File: src/rtl/mp_cache_tag_ram.sv
// Set-associative cache tag RAM: per-set tags and valid bits, one-cycle registered lookup
// with lowest-way hit select, and a sequential flush that invalidates one set per cycle.
//   state | meaning
//   IDLE  | requests accepted; a flush pulse starts invalidation at set 0
//   FLUSH | busy; valid bits of set[cnt] cleared each cycle, requests ignored
module mp_cache_tag_ram #(
  parameter int TAG_WIDTH = 23,
  parameter int SET_WIDTH = 5,
  parameter int WAYS      = 4
) (
  input  logic                          clk0,
  input  logic                          rst0_n,
  input  logic                          csb0,
  input  logic                          web0,
  input  logic [SET_WIDTH-1:0]          addr0,
  input  logic [$clog2(WAYS)-1:0]       way0,
  input  logic [TAG_WIDTH-1:0]          din0,
  input  logic [TAG_WIDTH-1:0]          cmp_tag0,
  input  logic                          flush,
  output logic                          busy,
  output logic [WAYS*TAG_WIDTH-1:0]     dout0,
  output logic [WAYS-1:0]               valid0,
  output logic                          hit0,
  output logic [$clog2(WAYS)-1:0]       hit_way0
);

  localparam int WAY_WIDTH = $clog2(WAYS);
  localparam int DEPTH     = 2 ** SET_WIDTH;
  localparam logic [SET_WIDTH-1:0] LAST_SET = SET_WIDTH'(DEPTH - 1);

  typedef enum logic {
    IDLE  = 1'b0,
    FLUSH = 1'b1
  } state_t;

  state_t                 state_q, state_d;
  logic [SET_WIDTH-1:0]   cnt_q, cnt_d;
  logic                   accept;
  logic                   clr_set;

  logic [SET_WIDTH-1:0]   addr_reg;
  logic [TAG_WIDTH-1:0]   cmp_reg;

  logic [TAG_WIDTH-1:0]   tag_mem   [DEPTH][WAYS];
  logic [WAYS-1:0]        valid_mem [DEPTH];

  logic [WAYS-1:0]        cur_valid;
  logic [WAYS-1:0]        match;

  always_ff @(posedge clk0 or negedge rst0_n) begin
    if (!rst0_n) begin
      state_q <= IDLE;
      cnt_q   <= '0;
    end else begin
      state_q <= state_d;
      cnt_q   <= cnt_d;
    end
  end

  // A flush pulse in IDLE wins over a coincident request, which is dropped.
  always_comb begin
    state_d = state_q;
    cnt_d   = cnt_q;
    accept  = 1'b0;
    clr_set = 1'b0;
    case (state_q)
      IDLE: begin
        if (flush) begin
          state_d = FLUSH;
          cnt_d   = '0;
        end else if (!csb0) begin
          accept = 1'b1;
        end
      end
      FLUSH: begin
        clr_set = 1'b1;
        cnt_d   = cnt_q + 1'b1;
        if (cnt_q == LAST_SET) begin
          state_d = IDLE;
        end
      end
      default: begin
        state_d = IDLE;
      end
    endcase
  end

  assign busy = (state_q == FLUSH);

  always_ff @(posedge clk0 or negedge rst0_n) begin
    if (!rst0_n) begin
      addr_reg <= '0;
      cmp_reg  <= '0;
    end else if (accept) begin
      addr_reg <= addr0;
      cmp_reg  <= cmp_tag0;
    end
  end

  always_ff @(posedge clk0 or negedge rst0_n) begin
    if (!rst0_n) begin
      for (int s = 0; s < DEPTH; s++) begin
        valid_mem[s] <= '0;
      end
    end else if (clr_set) begin
      valid_mem[cnt_q] <= '0;
    end else if (accept && !web0) begin
      valid_mem[addr0][way0] <= 1'b1;
    end
  end

  // Tag contents survive reset and flush; only the valid bits gate their use.
  always_ff @(posedge clk0) begin
    if (accept && !web0) begin
      tag_mem[addr0][way0] <= din0;
    end
  end

  assign cur_valid = valid_mem[addr_reg];
  assign valid0    = cur_valid;

  always_comb begin
    dout0 = '0;
    match = '0;
    for (int i = 0; i < WAYS; i++) begin
      if (cur_valid[i]) begin
        dout0[i*TAG_WIDTH +: TAG_WIDTH] = tag_mem[addr_reg][i];
        match[i] = (tag_mem[addr_reg][i] == cmp_reg) && !busy;
      end
    end
  end

  always_comb begin
    hit0     = |match;
    hit_way0 = '0;
    for (int i = WAYS - 1; i >= 0; i--) begin
      if (match[i]) begin
        hit_way0 = WAY_WIDTH'(i);
      end
    end
  end

endmodule

File: config.mk
export PLATFORM = sky130hd
export DESIGN_NAME = mp_cache_tag_ram
export DESIGN_NICKNAME = d
export VERILOG_FILES = /design/src/rtl/mp_cache_tag_ram.sv
export SDC_FILE = /design/constraint.sdc
export NUM_CORES = 2
export LEC_CHECK = 0
export CORE_UTILIZATION = 30
export DETAILED_ROUTE_END_ITERATION = 12
export GPL_TIMING_DRIVEN = 0
export HOLD_SLACK_MARGIN = 0.03
export PLACE_DENSITY = 0.46
export SLEW_MARGIN = 5
export SYNTH_ARGS = -nofsm -noshare
export SYNTH_HDL_FRONTEND = slang
export SYNTH_SLANG_ARGS = --single-unit
File: constraint.sdc
create_clock -name clk0 -period 5.8 [get_ports clk0]
set_clock_uncertainty 0.2 [all_clocks]
set_input_delay 1.16 -clock clk0 [delete_from_list [all_inputs] [get_ports clk0]]
set_output_delay 1.16 -clock clk0 [all_outputs]
set_load 0.01 [all_outputs]
# ---- Word level (Yosys, flattened, before mapping)
# Memories as Yosys holds them, arrays and structs flattened.
# Cells that the tools add are included.
dict set report classes {
  addsub 1
  n_reduce_logical 13
  mux 36
  n_lt_le_gt_ge 9
  eq_ne 6
  n_bitwise 8
}
# cell count
set op_table {}
lappend op_table {{$mux 128} 2}
lappend op_table {{$and 128x128->128} 1}
lappend op_table {{$not 128->128} 1}
lappend op_table {{$or 128x128->128} 1}
lappend op_table {{$mux 23} 5}
lappend op_table {{$eq 23x23->1} 4}
lappend op_table {{$mux 92} 1}
lappend op_table {{$demux 23 s2} 1}
lappend op_table {{$demux 4 s5} 2}
lappend op_table {{$bmux 4 s5} 1}
lappend op_table {{$ge 6x6->1 const B} 3}
lappend op_table {{$not 5->6} 3}
lappend op_table {{$mux 4} 4}
lappend op_table {{$lt 6x1->1 const B} 2}
lappend op_table {{$mux 1} 12}
lappend op_table {{$pmux 5 s2} 1}
lappend op_table {{$logic_and 1x1->1} 9}
lappend op_table {{$mux 2} 4}
lappend op_table {{$add 5x1->5 const B} 1}
lappend op_table {{$eq 5x5->1 const B} 1}
lappend op_table {{$mux 5} 1}
lappend op_table {{$reduce_or 4->1} 1}
lappend op_table {{$ge 3x3->1 const B} 1}
lappend op_table {{$lt 2x3->1 const B} 1}
lappend op_table {{9 further kinds} 10}
dict set report word_totals {
  output_inout_bits 100
  ram_bits 2944
  word_cells 110
  input_bits 58
  register_bits 162
  mem_count 1
}
# memory depth width rd rd_ports_with_merged_regs wr line_no
set mem_list {}
lappend mem_list {tag_mem 32 92 1 0 1 44} ;# logic [TAG_WIDTH-1:0] tag_mem [DEPTH][WAYS];

# ---- Logic depth before layout (Yosys ltp)
dict set report logic_depth {
  ltp_word 9
  mapped_depth 18
}

# ---- Worst setup path before layout
# Ideal clock, no wire load.
dict set report synth_timing {
  path_type {reg-to-output}
  startpoint {register addr_reg[2]}
  endpoint {output hit_way0[0]}
  path_stages_with_launch 13
  path_slack_ps 1228
  required_time_ps 4440
  t_arrival_ps 3212
  cell_sequence {dfrtp_1 buf_4 buf_2 buf_4 clkbuf_1 mux4_2 mux4_2 mux2i_4 xor2_1 nand4_1 nor4_2 nand4_1 a21boi_1}
}
dict set report synth_via {
  elab_chain_len 9
  word_cells_on_any_way 21
}
# element line_no
set synth_rtl {}
lappend synth_rtl {{start, declared} 41} ;# logic [SET_WIDTH-1:0] addr_reg;
lappend synth_rtl {{start signal, assigned} 95} ;# addr_reg <= addr0;
lappend synth_rtl {{branches (longest 8 deep; another with $mem_v2 32x92)} n/a}
lappend synth_rtl {{$mux 2 *} 137} ;# if (match[i]) begin
lappend synth_rtl {{end, declared} 24} ;# output logic [$clog2(WAYS)-1:0] hit_way0
# Mark *: on every way between the ends. The select of a mux whose other input is x is not followed.

# ---- Worst setup path after layout
dict set report layout_timing {
  startpoint {register cmp_reg[16]}
  endpoint {output hit_way0[0]}
}
dict set report layout_via {
  elab_chain_len 7
  word_cells_on_any_way 16
}
# element line_no
set layout_rtl {}
lappend layout_rtl {{start, declared} 42} ;# logic [TAG_WIDTH-1:0] cmp_reg;
lappend layout_rtl {{start signal, assigned} 96} ;# cmp_reg <= cmp_tag0;
lappend layout_rtl {{$eq 23x23->1} 128} ;# match[i] = (tag_mem[addr_reg][i] == cmp_reg) && !busy;
lappend layout_rtl {{$logic_and 1x1->1} 128}
lappend layout_rtl {{$mux 1} 126} ;# if (cur_valid[i]) begin
lappend layout_rtl {{$mux 2 (3 in series)} 137}
lappend layout_rtl {{$mux 2 *} 137}
# Every way passes the cells marked *; elsewhere a longest branch is shown, timed or not.

==> flow_summary.toml <==
[sta]
finalHoldViolations = 0
max_freq_mhz = 149
final.min_clock_period_ns = 6.70
finalCritPeriodShare_pct = 115
rsz0062_at_grt = "yes"
final.setup.tns_ns = -9.53
slew_headroom_pct = 12.1
holdWs_ns = 0.274
postLayoutSetupSlackWorst_ns = -0.897
slew_violations = 0
finalSetupViolations = 30
slew_of_the_pin_with_the_lowest_slew_margin_ns = 1.32

[logic_synthesis]
synth-seq-cells = 3106
synth_ff_type = "edfxtp_1"
synthArstFlopShare_pct = 5.22
synth_edf_count = 2944
mapped_cells = 5848
yosys_warn_count = 0
ys_types = 75
synth.area.top_cells = "edfxtp_1 (72%), mux4_2 (13%), dfrtp_1 (3.3%)"
synth-seq-area-share_pct = 75.7
syn-cell-area_mm2 = 0.122
netlist.top_cell.by_area = "edfxtp_1"
synth.net_count = 5911
synth_top_area_share_pct = 72.4
synth.avg_cell_area_um2 = 20.9

[critical_path]
criticalPathCategory = "reg2out"
critical_path.startpoint = "cmp_reg[16]$_DFFE_PN0P_"
regToRegStartpoint = "busy$_DFF_PN0_"
worst-path-max-fanout = 8
worstPathRequired_ns = 4.44
worstPathArrival_ns = 5.34
worstSetupStartpointType = "register"
timing.critical_path.to_type = "output port"

[global_route]
grt.total_usage_pct = 26.9
first_global_vias = 68100
grt_remaining_overflow = 0
global_route_wire_length_before_repair_um = 711000
initial_antenna_violation_count = 58
grt_max_degree = 105

[power_and_ir_drop]
leakage_uw = 0.0516
swShare_pct = 37.3
power.clock.fraction_pct = 26.4
seq_power_share_pct = 31.1
p_int_uw = 50200
switching_power_uw = 29800
pwr-share-comb_pct = 42.6
power_uw = 80100
power-per-cell-area_mw_per_mm2 = 515
peakVddDrop_mv = 0.350

[floorplan]
die_w_um = 640
start_util_pct = 30.2
floorplan.io_pins = 158
design.die.area_mm2 = 0.409
die_h_um = 640
rows = 233
core-area_mm2 = 0.404

[clock_network]
clk_root_buffer_cell = "clkbuf_16"
cts_made_buffers = 330
clock_sink_count = 3106
cts_buffer_depth = 4
cts_max_level = 5
clk-insertion-delay-late_ns = 0.91
cts_clock_pin_slew_for_the_worst_setup_and_hold_paths_ns = 0.06
clock_tree_from_tritoncts = "done"

[drt]
routed_wl_um = 561000
drt_iter0_drc = 12400
drt-wirelength-per-cell_um = 44.6
average_vias_per_placed_instance = 5.70
num_vias = 71700
drc = 0
postRouteAntennaNets = 0
firstDrtPassIters = 6

[final_layout]
area_growth_syn_to_layout_pct = 27.4
num-nets-final = 6953
drive_above_1_share_pct = 35.2
max_reg_flops = 2944

[hold_path]
worst_hold_startpoint = "valid_mem[71]$_DFFE_PN0P_"
hold_path.class = "reg2reg"

[placement]
gp_weighted_congestion = 0.971
detailedPlace.worstSlack_ns = -3.82
place.port_buffers = 154
post-dp-hpwl_um = 380000

[status]
status = "complete, but fails checks"
violations_in_the_final_reports = "setup timing"

[flow_run]
max_cap_viol_count = 0
-- metrics by stage --
stage / area, um^2 / util [%] / instances
finish: 156000 / 38.5 / 12600
global placement: 130000 / 32.3 / 11400
CTS: 154000 / 38.2 / 12500
floorplan: 122000 / - / 5848
global route: 155000 / 38.5 / 12600
detailed placement: 136000 / 33.7 / 11600
-- critical path: stages (launching register included) --
cell and delay [ns]:
dfrtp_1 1.08, clkinv_1 1.06, xnor2_1 0.41, nor3_1 0.23, o21ai_1 0.11, or4_4 0.54, nor4_4 0.32, buf_12 0.20
nand2b_4 0.19, a21boi_4 0.11, buf_6 0.13
-- synthesized netlist by cell type, drive strengths merged (13+ instances only) --
cell type and number:
nor2 271, a21oi 50, mux2 27, mux4 723, a21o 122, clkbuf 86, nand3 27, o22ai 71
a221oi 24, nand2b 19, mux2i 328, inv 17, buf 248, edfxtp 2944, a22oi 86, nand4 15
xor2 42, and2 14, a32oi 15, nand2 278, o21ai 35, nor4 13, nor2b 28, nor3 14
dfrtp 162, a211oi 18, xnor2 53
-- placed cells by master (no fill, tap or decap), types with 158 or more instances in the layout --
master and n:
edfxtp_1 2944, nand2_1 254, buf_4 274, buf_16 165
dfrtp_1 158, mux2i_1 265, nor2_4 164, buf_12 262
clkbuf_16 355, mux4_2 711
-- cell type report --
type                            count  area (um^2)
Fill cell                       36400       248000
Sequential cell                  3106        92500
Multi-Input combinational cell   2389        30400
Timing Repair Buffer              717         9780
Clock buffer                      420         8980
Tap cell                         5405         6760
Buffer                            327         5490
Clock inverter                    169         1450
Inverter                           19         81.3
Antenna cell                       26         65.1
-- power groups by stage --
stage,sequential [uW],combinational (uW),clock (uW)
2_1_floorplan,25200,12200,0
3_3_place_gp,25500,25300,0
3_5_place_dp,25300,25800,0
4_1_cts,24900,32500,21200
5_1_grt,24900,34100,22000
6_report,24900,34100,21100
-- cells by family after synthesis --
| kind of cell | synth area share (%) |
|---|---|
| flip-flops | 75.7 |
| multiplexers | 16.3 |
| AND/OR/NAND/NOR | 2.60 |
| AO/OA/AOI/OAI | 2.85 |
| buffers and inverters | 1.75 |
| XOR/XNOR | 0.682 |
| adder cells (fa/ha/maj) | 0.0512 |
-- path summary, 6_finish.rpt --
check,end,slack [ns],cells after the start
max in group asynchronous,addr_reg[3]$_DFFE_PN0P_,3.67,3
min reg2reg,valid_mem[71]$_DFFE_PN0P_,0.27,1
min,valid_mem[71]$_DFFE_PN0P_,0.27,1
max reg2reg,tag_mem[12][33]$_DFFE_PP_,1.10,7
max,hit_way0[0],-0.90,10
min in group asynchronous,cmp_reg[1]$_DFFE_PN0P_,0.59,2
-- metal layers --
layer	GRT usage, %	vias up	share of wire (%)
met2	41.3	4783	45
met5	0	-	0.017
li1	-	26400	-
met1	35.3	39500	38
met4	15.6	12	6.6
met3	5.69	1084	9.7
-- repair_timing --
item / 4_1_cts / 5_1_grt
buffers inserted: 277 / 83
gates cloned: 10 / 2
gates resized for setup: 1419 / 125
hold buffers: 1 / 0
pin swaps: 80 / 44
hold endpoints to repair: 10 / 0
setup endpoints to repair: 100 / 65
No activity file was read; power rests on OpenSTA's default activity.
